[src/rtl/mem_access.sv]
// mem_access: memory-access stage of the five-stage RISC-V pipeline.
// Issues word loads/stores over a valid/ready channel and builds the registered WB record.
package mem_access_pkg;
  typedef struct packed {
    logic        mem_read;
    logic        mem_write;
    logic        reg_write;
    logic [4:0]  rd;
    logic [31:0] alu_result;
    logic [31:0] mem_data;
    logic        is_final;
  } ex_to_mem_s;
endpackage

module mem_access
  import mem_access_pkg::*;
#(
  parameter int unsigned TIMEOUT_CYCLES = 255
) (
  input  logic        clk,
  input  logic        rst,
  input  ex_to_mem_s  ex_to_mem,
  output logic        stall,
  output logic [31:0] bp_mem,
  output logic        dmem_req_valid,
  input  logic        dmem_req_ready,
  output logic        dmem_we,
  output logic [31:0] dmem_addr,
  output logic [31:0] dmem_wdata,
  input  logic        dmem_rsp_valid,
  input  logic [31:0] dmem_rdata,
  output logic        wb_valid,
  output logic        wb_reg_write,
  output logic [4:0]  wb_rd,
  output logic [31:0] wb_data,
  output logic        wb_is_final,
  output logic        misalign_err,
  output logic        timeout_err
);

  localparam int unsigned CNT_W = $clog2(TIMEOUT_CYCLES + 1);
  localparam logic [CNT_W-1:0] CNT_MAX = CNT_W'(TIMEOUT_CYCLES);

  typedef enum logic [1:0] {
    ST_IDLE = 2'd0,
    ST_REQ  = 2'd1,
    ST_RSP  = 2'd2
  } state_e;

  state_e           state_r;
  state_e           state_nxt_s;
  logic [CNT_W-1:0] cnt_r;

  logic        cap_reg_write_r;
  logic [4:0]  cap_rd_r;
  logic        cap_is_final_r;
  logic [31:0] cap_addr_r;
  logic [31:0] cap_wdata_r;
  logic        cap_we_r;

  logic        mem_op_s;
  logic        is_load_s;
  logic        misalign_s;
  logic        timeout_s;
  logic        capture_s;
  logic        req_valid_s;
  logic        done_s;
  logic        abort_s;
  logic        wb_reg_write_nxt_s;
  logic [4:0]  wb_rd_nxt_s;
  logic [31:0] wb_data_nxt_s;
  logic        wb_is_final_nxt_s;

  assign mem_op_s   = ex_to_mem.mem_read | ex_to_mem.mem_write;
  assign is_load_s  = ex_to_mem.mem_read;
  assign misalign_s = mem_op_s && (ex_to_mem.alu_result[1:0] != 2'b00);
  assign timeout_s  = (state_r != ST_IDLE) && (cnt_r == CNT_MAX);
  assign capture_s  = (state_r == ST_IDLE) && mem_op_s && !misalign_s;

  assign bp_mem         = ex_to_mem.alu_result;
  // Reset must silence the request and stall at once, even with a memory op held on the input.
  assign dmem_req_valid = req_valid_s && !rst;
  assign stall          = !rst && !done_s;

  // State register.
  always_ff @(posedge clk or posedge rst) begin
    if (rst) state_r <= ST_IDLE;
    else     state_r <= state_nxt_s;
  end

  // Next-state logic; a real handshake/response wins over a timeout in the same cycle.
  always_comb begin
    state_nxt_s = state_r;
    case (state_r)
      ST_IDLE: begin
        if (capture_s) begin
          if (!dmem_req_ready)  state_nxt_s = ST_REQ;
          else if (is_load_s)   state_nxt_s = ST_RSP;
          else                  state_nxt_s = ST_IDLE;
        end else begin
          state_nxt_s = ST_IDLE;
        end
      end
      ST_REQ: begin
        if (dmem_req_ready)  state_nxt_s = cap_we_r ? ST_IDLE : ST_RSP;
        else if (timeout_s)  state_nxt_s = ST_IDLE;
        else                 state_nxt_s = ST_REQ;
      end
      ST_RSP: begin
        if (dmem_rsp_valid || timeout_s) state_nxt_s = ST_IDLE;
        else                             state_nxt_s = ST_RSP;
      end
      default: state_nxt_s = ST_IDLE;
    endcase
  end

  // Request channel, retirement decision and next WB record.
  always_comb begin
    req_valid_s        = 1'b0;
    dmem_we            = !is_load_s;
    dmem_addr          = {ex_to_mem.alu_result[31:2], 2'b00};
    dmem_wdata         = ex_to_mem.mem_data;
    done_s             = 1'b0;
    abort_s            = 1'b0;
    wb_reg_write_nxt_s = 1'b0;
    wb_rd_nxt_s        = ex_to_mem.rd;
    wb_data_nxt_s      = ex_to_mem.alu_result;
    wb_is_final_nxt_s  = ex_to_mem.is_final;
    case (state_r)
      ST_IDLE: begin
        if (!mem_op_s) begin
          done_s             = 1'b1;
          wb_reg_write_nxt_s = ex_to_mem.reg_write;
        end else if (misalign_s) begin
          done_s = 1'b1;
        end else begin
          req_valid_s = 1'b1;
          done_s      = dmem_req_ready && !is_load_s;
        end
      end
      ST_REQ: begin
        req_valid_s       = 1'b1;
        dmem_we           = cap_we_r;
        dmem_addr         = cap_addr_r;
        dmem_wdata        = cap_wdata_r;
        wb_rd_nxt_s       = cap_rd_r;
        wb_is_final_nxt_s = cap_is_final_r;
        if (dmem_req_ready) begin
          done_s = cap_we_r;
        end else if (timeout_s) begin
          done_s  = 1'b1;
          abort_s = 1'b1;
        end else begin
          done_s = 1'b0;
        end
      end
      ST_RSP: begin
        wb_rd_nxt_s       = cap_rd_r;
        wb_is_final_nxt_s = cap_is_final_r;
        if (dmem_rsp_valid) begin
          done_s             = 1'b1;
          wb_reg_write_nxt_s = cap_reg_write_r;
          wb_data_nxt_s      = dmem_rdata;
        end else if (timeout_s) begin
          done_s  = 1'b1;
          abort_s = 1'b1;
        end else begin
          done_s = 1'b0;
        end
      end
      default: begin
        done_s = 1'b0;
      end
    endcase
  end

  // Wait counter: zero in IDLE, counts REQ/RSP cycles and saturates at the limit.
  always_ff @(posedge clk or posedge rst) begin
    if (rst)                      cnt_r <= '0;
    else if (state_r == ST_IDLE)  cnt_r <= '0;
    else if (cnt_r != CNT_MAX)    cnt_r <= cnt_r + CNT_W'(1);
    else                          cnt_r <= cnt_r;
  end

  // Capture the aligned memory op as it leaves IDLE.
  always_ff @(posedge clk or posedge rst) begin
    if (rst) begin
      cap_reg_write_r <= 1'b0;
      cap_rd_r        <= 5'd0;
      cap_is_final_r  <= 1'b0;
      cap_addr_r      <= 32'd0;
      cap_wdata_r     <= 32'd0;
      cap_we_r        <= 1'b0;
    end else if (capture_s) begin
      cap_reg_write_r <= ex_to_mem.reg_write;
      cap_rd_r        <= ex_to_mem.rd;
      cap_is_final_r  <= ex_to_mem.is_final;
      cap_addr_r      <= {ex_to_mem.alu_result[31:2], 2'b00};
      cap_wdata_r     <= ex_to_mem.mem_data;
      cap_we_r        <= !is_load_s;
    end
  end

  // WB record: bubbles clear valid/write-enable and keep the last payload.
  always_ff @(posedge clk or posedge rst) begin
    if (rst) begin
      wb_valid     <= 1'b0;
      wb_reg_write <= 1'b0;
      wb_rd        <= 5'd0;
      wb_data      <= 32'd0;
      wb_is_final  <= 1'b0;
    end else begin
      wb_valid     <= done_s;
      wb_reg_write <= wb_reg_write_nxt_s;
      if (done_s) begin
        wb_rd       <= wb_rd_nxt_s;
        wb_data     <= wb_data_nxt_s;
        wb_is_final <= wb_is_final_nxt_s;
      end
    end
  end

  // Sticky error flags.
  always_ff @(posedge clk or posedge rst) begin
    if (rst) begin
      misalign_err <= 1'b0;
      timeout_err  <= 1'b0;
    end else begin
      misalign_err <= misalign_err | ((state_r == ST_IDLE) && misalign_s);
      timeout_err  <= timeout_err | abort_s;
    end
  end

endmodule

[config.mk]
export PLATFORM = sky130hd
export DESIGN_NAME = mem_access
export DESIGN_NICKNAME = d
export VERILOG_FILES = /design/src/rtl/mem_access.sv
export SDC_FILE = /design/constraint.sdc
export NUM_CORES = 1
export LEC_CHECK = 0
export ABC_AREA = 0
export ABC_CLOCK_PERIOD_IN_PS = 4400
export CORE_ASPECT_RATIO = 0.7
export CORE_MARGIN = 2
export CORE_UTILIZATION = 40
export DETAILED_ROUTE_END_ITERATION = 10
export GPL_TIMING_DRIVEN = 0
export PLACE_DENSITY = 0.88
export SETUP_SLACK_MARGIN = 0.3
export SKIP_CTS_REPAIR_TIMING = 1
export SYNTH_ARGS = -nofsm -noshare
export SYNTH_HDL_FRONTEND = slang
export SYNTH_SLANG_ARGS = --single-unit
[constraint.sdc]
create_clock -name clk -period 4.4 [get_ports clk]
set_input_delay 1.1 -clock clk [delete_from_list [all_inputs] [get_ports clk]]
set_output_delay 1.1 -clock clk [all_outputs]
set_load 0.05 [all_outputs]
# Word level (Yosys, flattened, before mapping)
# Index checks and enable logic that the tools add are counted.
# op_classes
add_sub_neg,1
multipliers,0
n_div,0
magnitude_cmp,0
n_eq_ne,4
n_shift,0
mux,32
n_bitwise,3
reduce_logical,18
# op_table
operator,n
32-bit two-way mux,4
8-bit two-way mux,2
1-bit two-way mux,14
2-bit two-way mux,6
"8-bit by 1-bit adder with 8-bit output, second input constant",1
"8-bit equality test, second input constant",1
1-bit logical AND,8
"8-bit != test, second input constant",1
1-bit one-hot mux with 2 select lines,3
2-bit one-hot mux with 3 select lines,1
2-bit nonzero test,3
5-bit two-way mux,1
1-bit zero test,4
1-bit OR,3
1-bit one-hot mux with 3 select lines,1
"2-bit by 1-bit equality test with 1-bit output, second input constant",1
"2-bit equality test, second input constant",1
2-bit zero test,1
2-bit OR reduction,1
1-bit logical OR,1
# word_totals
reg_bits,122
latch_bits,0
ramBits,0
romBits,0
in_bits,109
memories,0

# Depth between registers and ports, before layout
# logic_depth
ltp_word,7
mapped_depth,8
depth_no_buf,6

# Least setup slack after synthesis
# OpenSTA, ideal clock, no wires.
# synth_path
path_type,input port to output port
start,input ex_to_mem[71] in the netlist's numbering
end,output dmem_req_valid
t_arrival_ps,2720
required_time_ps,3300
setup_slack_ps,580
stages,5
n_path_buf,2
path_cell_list,o21ai_0 > or3_1 > clkbuf_1 > clkbuf_1 > a21oi_1
# synth_via
elab_chain_cells,6
# synth_rtl
element,line_no,source
start: declaration,22,"input ex_to_mem_s ex_to_mem,"
1-bit OR (*),74,assign mem_op_s = ex_to_mem.mem_read | ex_to_mem.mem_write;
1-bit logical AND,76,assign misalign_s = mem_op_s && (ex_to_mem.alu_result[1:0] != 2'b00);
1-bit two-way mux,134,end else if (misalign_s) begin
1-bit two-way mux (*),131,if (!mem_op_s) begin
1-bit one-hot mux with 2 select lines (*),129,case (state_r)
1-bit logical AND (*),82,assign dmem_req_valid = req_valid_s && !rst;
end: declaration,25,"output logic dmem_req_valid,"
# Every way passes the cells marked *; elsewhere a longest branch is shown, timed or not.

# Worst setup path after layout
# layout_path
start,input dmem_rsp_valid
end,output stall
# layout_via
elab_chain_cells,4
# layout_rtl
element,line_no,source
start: declaration,30,"input logic dmem_rsp_valid,"
1-bit two-way mux,160,if (dmem_rsp_valid) begin
1-bit one-hot mux with 3 select lines,129,
net done_s,67,logic done_s;
1-bit zero test,83,assign stall = !rst && !done_s;
1-bit logical AND,83,
end: declaration,23,"output logic stall,"
# The timed path passes the listed nets, and every way through them passes these cells.

==> impl_metrics.csv <==
group,metric,value,unit
outcome,status,"completed",
cts,cts-root-buf,"clkbuf_16",
detailed_routing,wl_per_cell,17.4,um
timing,relSlewSlack,48.8,%
min_path,hold_class,"register to register",
die,ioPinCount,250,
cells_and_area,seqCellArea,3050,um^2
place,detailedPlace.worstSlack,-846,ps
cells_and_area,fillers,1217,
cells_and_area,drive_above_1_share,26.6,%
power,p_comb_share,37.7,%
timing,skew,13.1,ps
detailed_routing,drt-initial-drc-count,314,
global_route,grt_antenna_before_repair,0,
power,p_total,0.00469,W
detailed_routing,routed_wl,19000,um
setup_path,crit_arrival,2990,ps
power,p_leak,4.75,nW
logic_synthesis,synth_area,6440,um^2
logic_synthesis,synthCells,608,
power,pwr-share-seq,32.3,%
die,die_w,156,um
setup_path,cp_max_fo,10,
logic_synthesis,synth-edff-count,0,
timing,fmax,0.245,GHz
cts,cts_max_level,4,
setup_path,start_kind,"input port",
cts,cts_buffer_depth,2,
power,power_density,474,nW/um^2
logic_synthesis,async_reset_ff_share,100,%
timing,rsz0062_at_grt,"true",
logic_synthesis,ys_ff_latch,122,
timing,hold_viol,0,
die,std_cell_rows,38,
detailed_routing,drt-pass1-iter-count,4,
place,dp_hpwl,13800,um
setup_path,cp-end-kind,"output pin",
timing,maxSlewViolCount,0,
power,power_frac_clock,30.0,%
detailed_routing,viasPerCell,4.93,
cells_and_area,areaGrowthSynthToFinish,53.8,%
timing,period_minus_slack,4090,ps
logic_synthesis,synth_top_area_cell,"dfrtp_1",
power,max-vdd-ir-drop,0.270,mV
setup_path,crit_required,3300,ps
die,die_h,110,um
run,maxCapViolCount,0,
global_route,grt_pass1_vias,5583,
power,intPower,0.00297,W
cts,cts.sinks,122,
die,die_area,17100,um^2
global_route,overflow,0,
cts,path_clk_slew,60,ps
cells_and_area,multiInputGateArea,2940,um^2
detailed_routing,final_antenna_net_count,0,
cts,cts_tree,"built",
global_route,grt_pass1_wl,29200,um
global_route,grt_start_max_net_pins,43,
logic_synthesis,synthTopCellsByArea,"dfrtp_1, mux2_2, nand2_1",
cells_and_area,diodes,0,
logic_synthesis,synth_warnings,0,
global_route,track_usage,22.1,%
place,io_buffers,247,
die,start_util,41.3,%
logic_synthesis,avgSynthCellArea,10.6,um^2
die,core,15600,um^2
timing,setup_violations,0,
cells_and_area,utilization,63.5,%
power,sw_frac_of_total,36.8,%
logic_synthesis,synth-main-ff-cell,"dfrtp_1",
cts,cts_made_buffers,17,
logic_synthesis,synth_cell_types,39,
setup_path,crit_type,"input port to output pin",
timing,period_share,92.9,%
logic_synthesis,synthDominantCellAreaShare,47.4,%
cts,insertion_delay,410,ps
detailed_routing,via_count,5382,
power,switchingPower,0.00172,W
timing,tightest_slew,764,ps
cells_and_area,final_nets,992,
place,globalplace.congestion,0.775,
logic_synthesis,ys_seq_area_share,47.4,%
detailed_routing,drcViolationCount,0,
timing,fin_ws,312,ps
==> final timing paths <==
path	cells past startpoint	slack, ps	end	from
min in group asynchronous	2	1160	cap_addr_r[4]$_DFFE_PP0N_	rst
worst min register to register	2	470	cap_addr_r[9]$_DFFE_PP0N_	cap_addr_r[9]$_DFFE_PP0N_
max in group asynchronous	4	2470	cap_addr_r[30]$_DFFE_PP0N_	rst
worst max register to register	7	1950	wb_data[1]$_DFFE_PP0P_	state_r[0]$_DFF_PP0_
worst max-delay path	8	310	stall	dmem_rsp_valid
worst min-delay path	2	470	cap_addr_r[9]$_DFFE_PP0N_	cap_addr_r[9]$_DFFE_PP0N_
==> registers in the layout, indices dropped and copies added (netlist names) <==
| register | flops |
|---|---|
| cap_reg_write_r | 1 |
| wb_rd | 5 |
| wb_data | 32 |
| cap_rd_r | 5 |
| wb_reg_write | 1 |
| misalign_err | 1 |
| cap_is_final_r | 1 |
| state_r | 2 |
| cap_we_r | 1 |
| wb_valid | 1 |
| wb_is_final | 1 |
| cap_addr_r | 30 |
| timeout_err | 1 |
| cap_wdata_r | 32 |
| cnt_r | 8 |
==> placed cells by master (no fill, tap or decap), types with 8 or more instances in the layout <==
cell	count
dlymetal6s2s_1	24
clkbuf_1	9
nor2_1	8
mux2_2	99
dfrtp_1	122
nand2_1	212
buf_2	12
clkdlybuf4s50_1	221
mux2_4	37
buf_4	36
clkbuf_16	17
==> cell usage after synthesis (2+ instances only) <==
master,count
xnor2_1,3
nand2b_1,2
nand3_1,3
a211oi_1,3
nand2_1,212
buf_2,10
o21bai_1,2
ha_1,5
and3_1,3
mux2_4,37
a31oi_1,4
a21oi_1,5
o21ai_0,6
mux2i_1,2
nor2b_1,2
inv_1,6
buf_6,4
dfrtp_1,122
nor2_1,8
clkbuf_1,18
buf_4,35
mux2_2,99
==> layer usage <==
layer / part of all wire [%] / vias to the layer above / wire length (um) / global-route usage (%)
li1: - / 2533 / - / -
met1: 44 / 2657 / 8280 / 28.1
met2: 49 / 182 / 9350 / 37.8
met3: 6.7 / 10 / 1270 / 6.53
met4: 0.51 / 0 / 97 / 5.05
met5: 0 / - / 0 / 0
==> area by class of cell <==
class / count / area share [%]
flip-flops and latches: 122 / 30.9
multi-input cells: 413 / 29.7
repair buffers: 250 / 26.1
clock buffers: 19 / 4.58
plain buffers: 68 / 4.50
well taps: 200 / 2.53
clock inverters: 13 / 1.47
inverters: 6 / 0.266
==> power groups by stage <==
| stage | Clock [W] | Sequential (W) | Combinational, W |
|---|---|---|---|
| floorplan | 0 | 0.00181 | 0.000882 |
| global placement | 0 | 0.00152 | 0.00174 |
| detailed placement | 0 | 0.00153 | 0.00178 |
| CTS | 0.00143 | 0.00151 | 0.00178 |
| global route | 0.00148 | 0.00155 | 0.00186 |
| finish | 0.00141 | 0.00152 | 0.00177 |
==> cells by family (layout without fill, tap and decap cells) <==
kind of cell | after synthesis | in the layout | synth area share [%]
buffers and inverters | 74 | 356 | 7.02
other | 1 | 2 | 0.0583
and+or+nand+nor | 239 | 239 | 14.9
DFF | 122 | 122 | 47.4
AOI/OAI and AO/OA | 26 | 26 | 2.94
muxes | 138 | 138 | 26.3
xor gates and xnor gates | 3 | 3 | 0.408
adders and majority gates | 5 | 5 | 0.972
==> stage by stage <==
stage	instances	hold slack [ps]	TNS, ps	instance area [um^2]
after global placement	1056	451	-1030	9170
final	1091	470	0	9900
after CTS	1091	472	-8480	9820
after floorplan	609	440	0	6440
after global routing	1091	494	0	9900
after detailed placement	1059	457	-1090	9230
==> worst max-delay path, stage by stage <==
cell and delay (ps):
clkdlybuf4s50_1 430, and2_1 160, buf_2 200, a311oi_2 330
a31oi_4 200, buf_6 200, nor2_1 110, clkbuf_4 240
No activity file was read; power rests on OpenSTA's default activity.
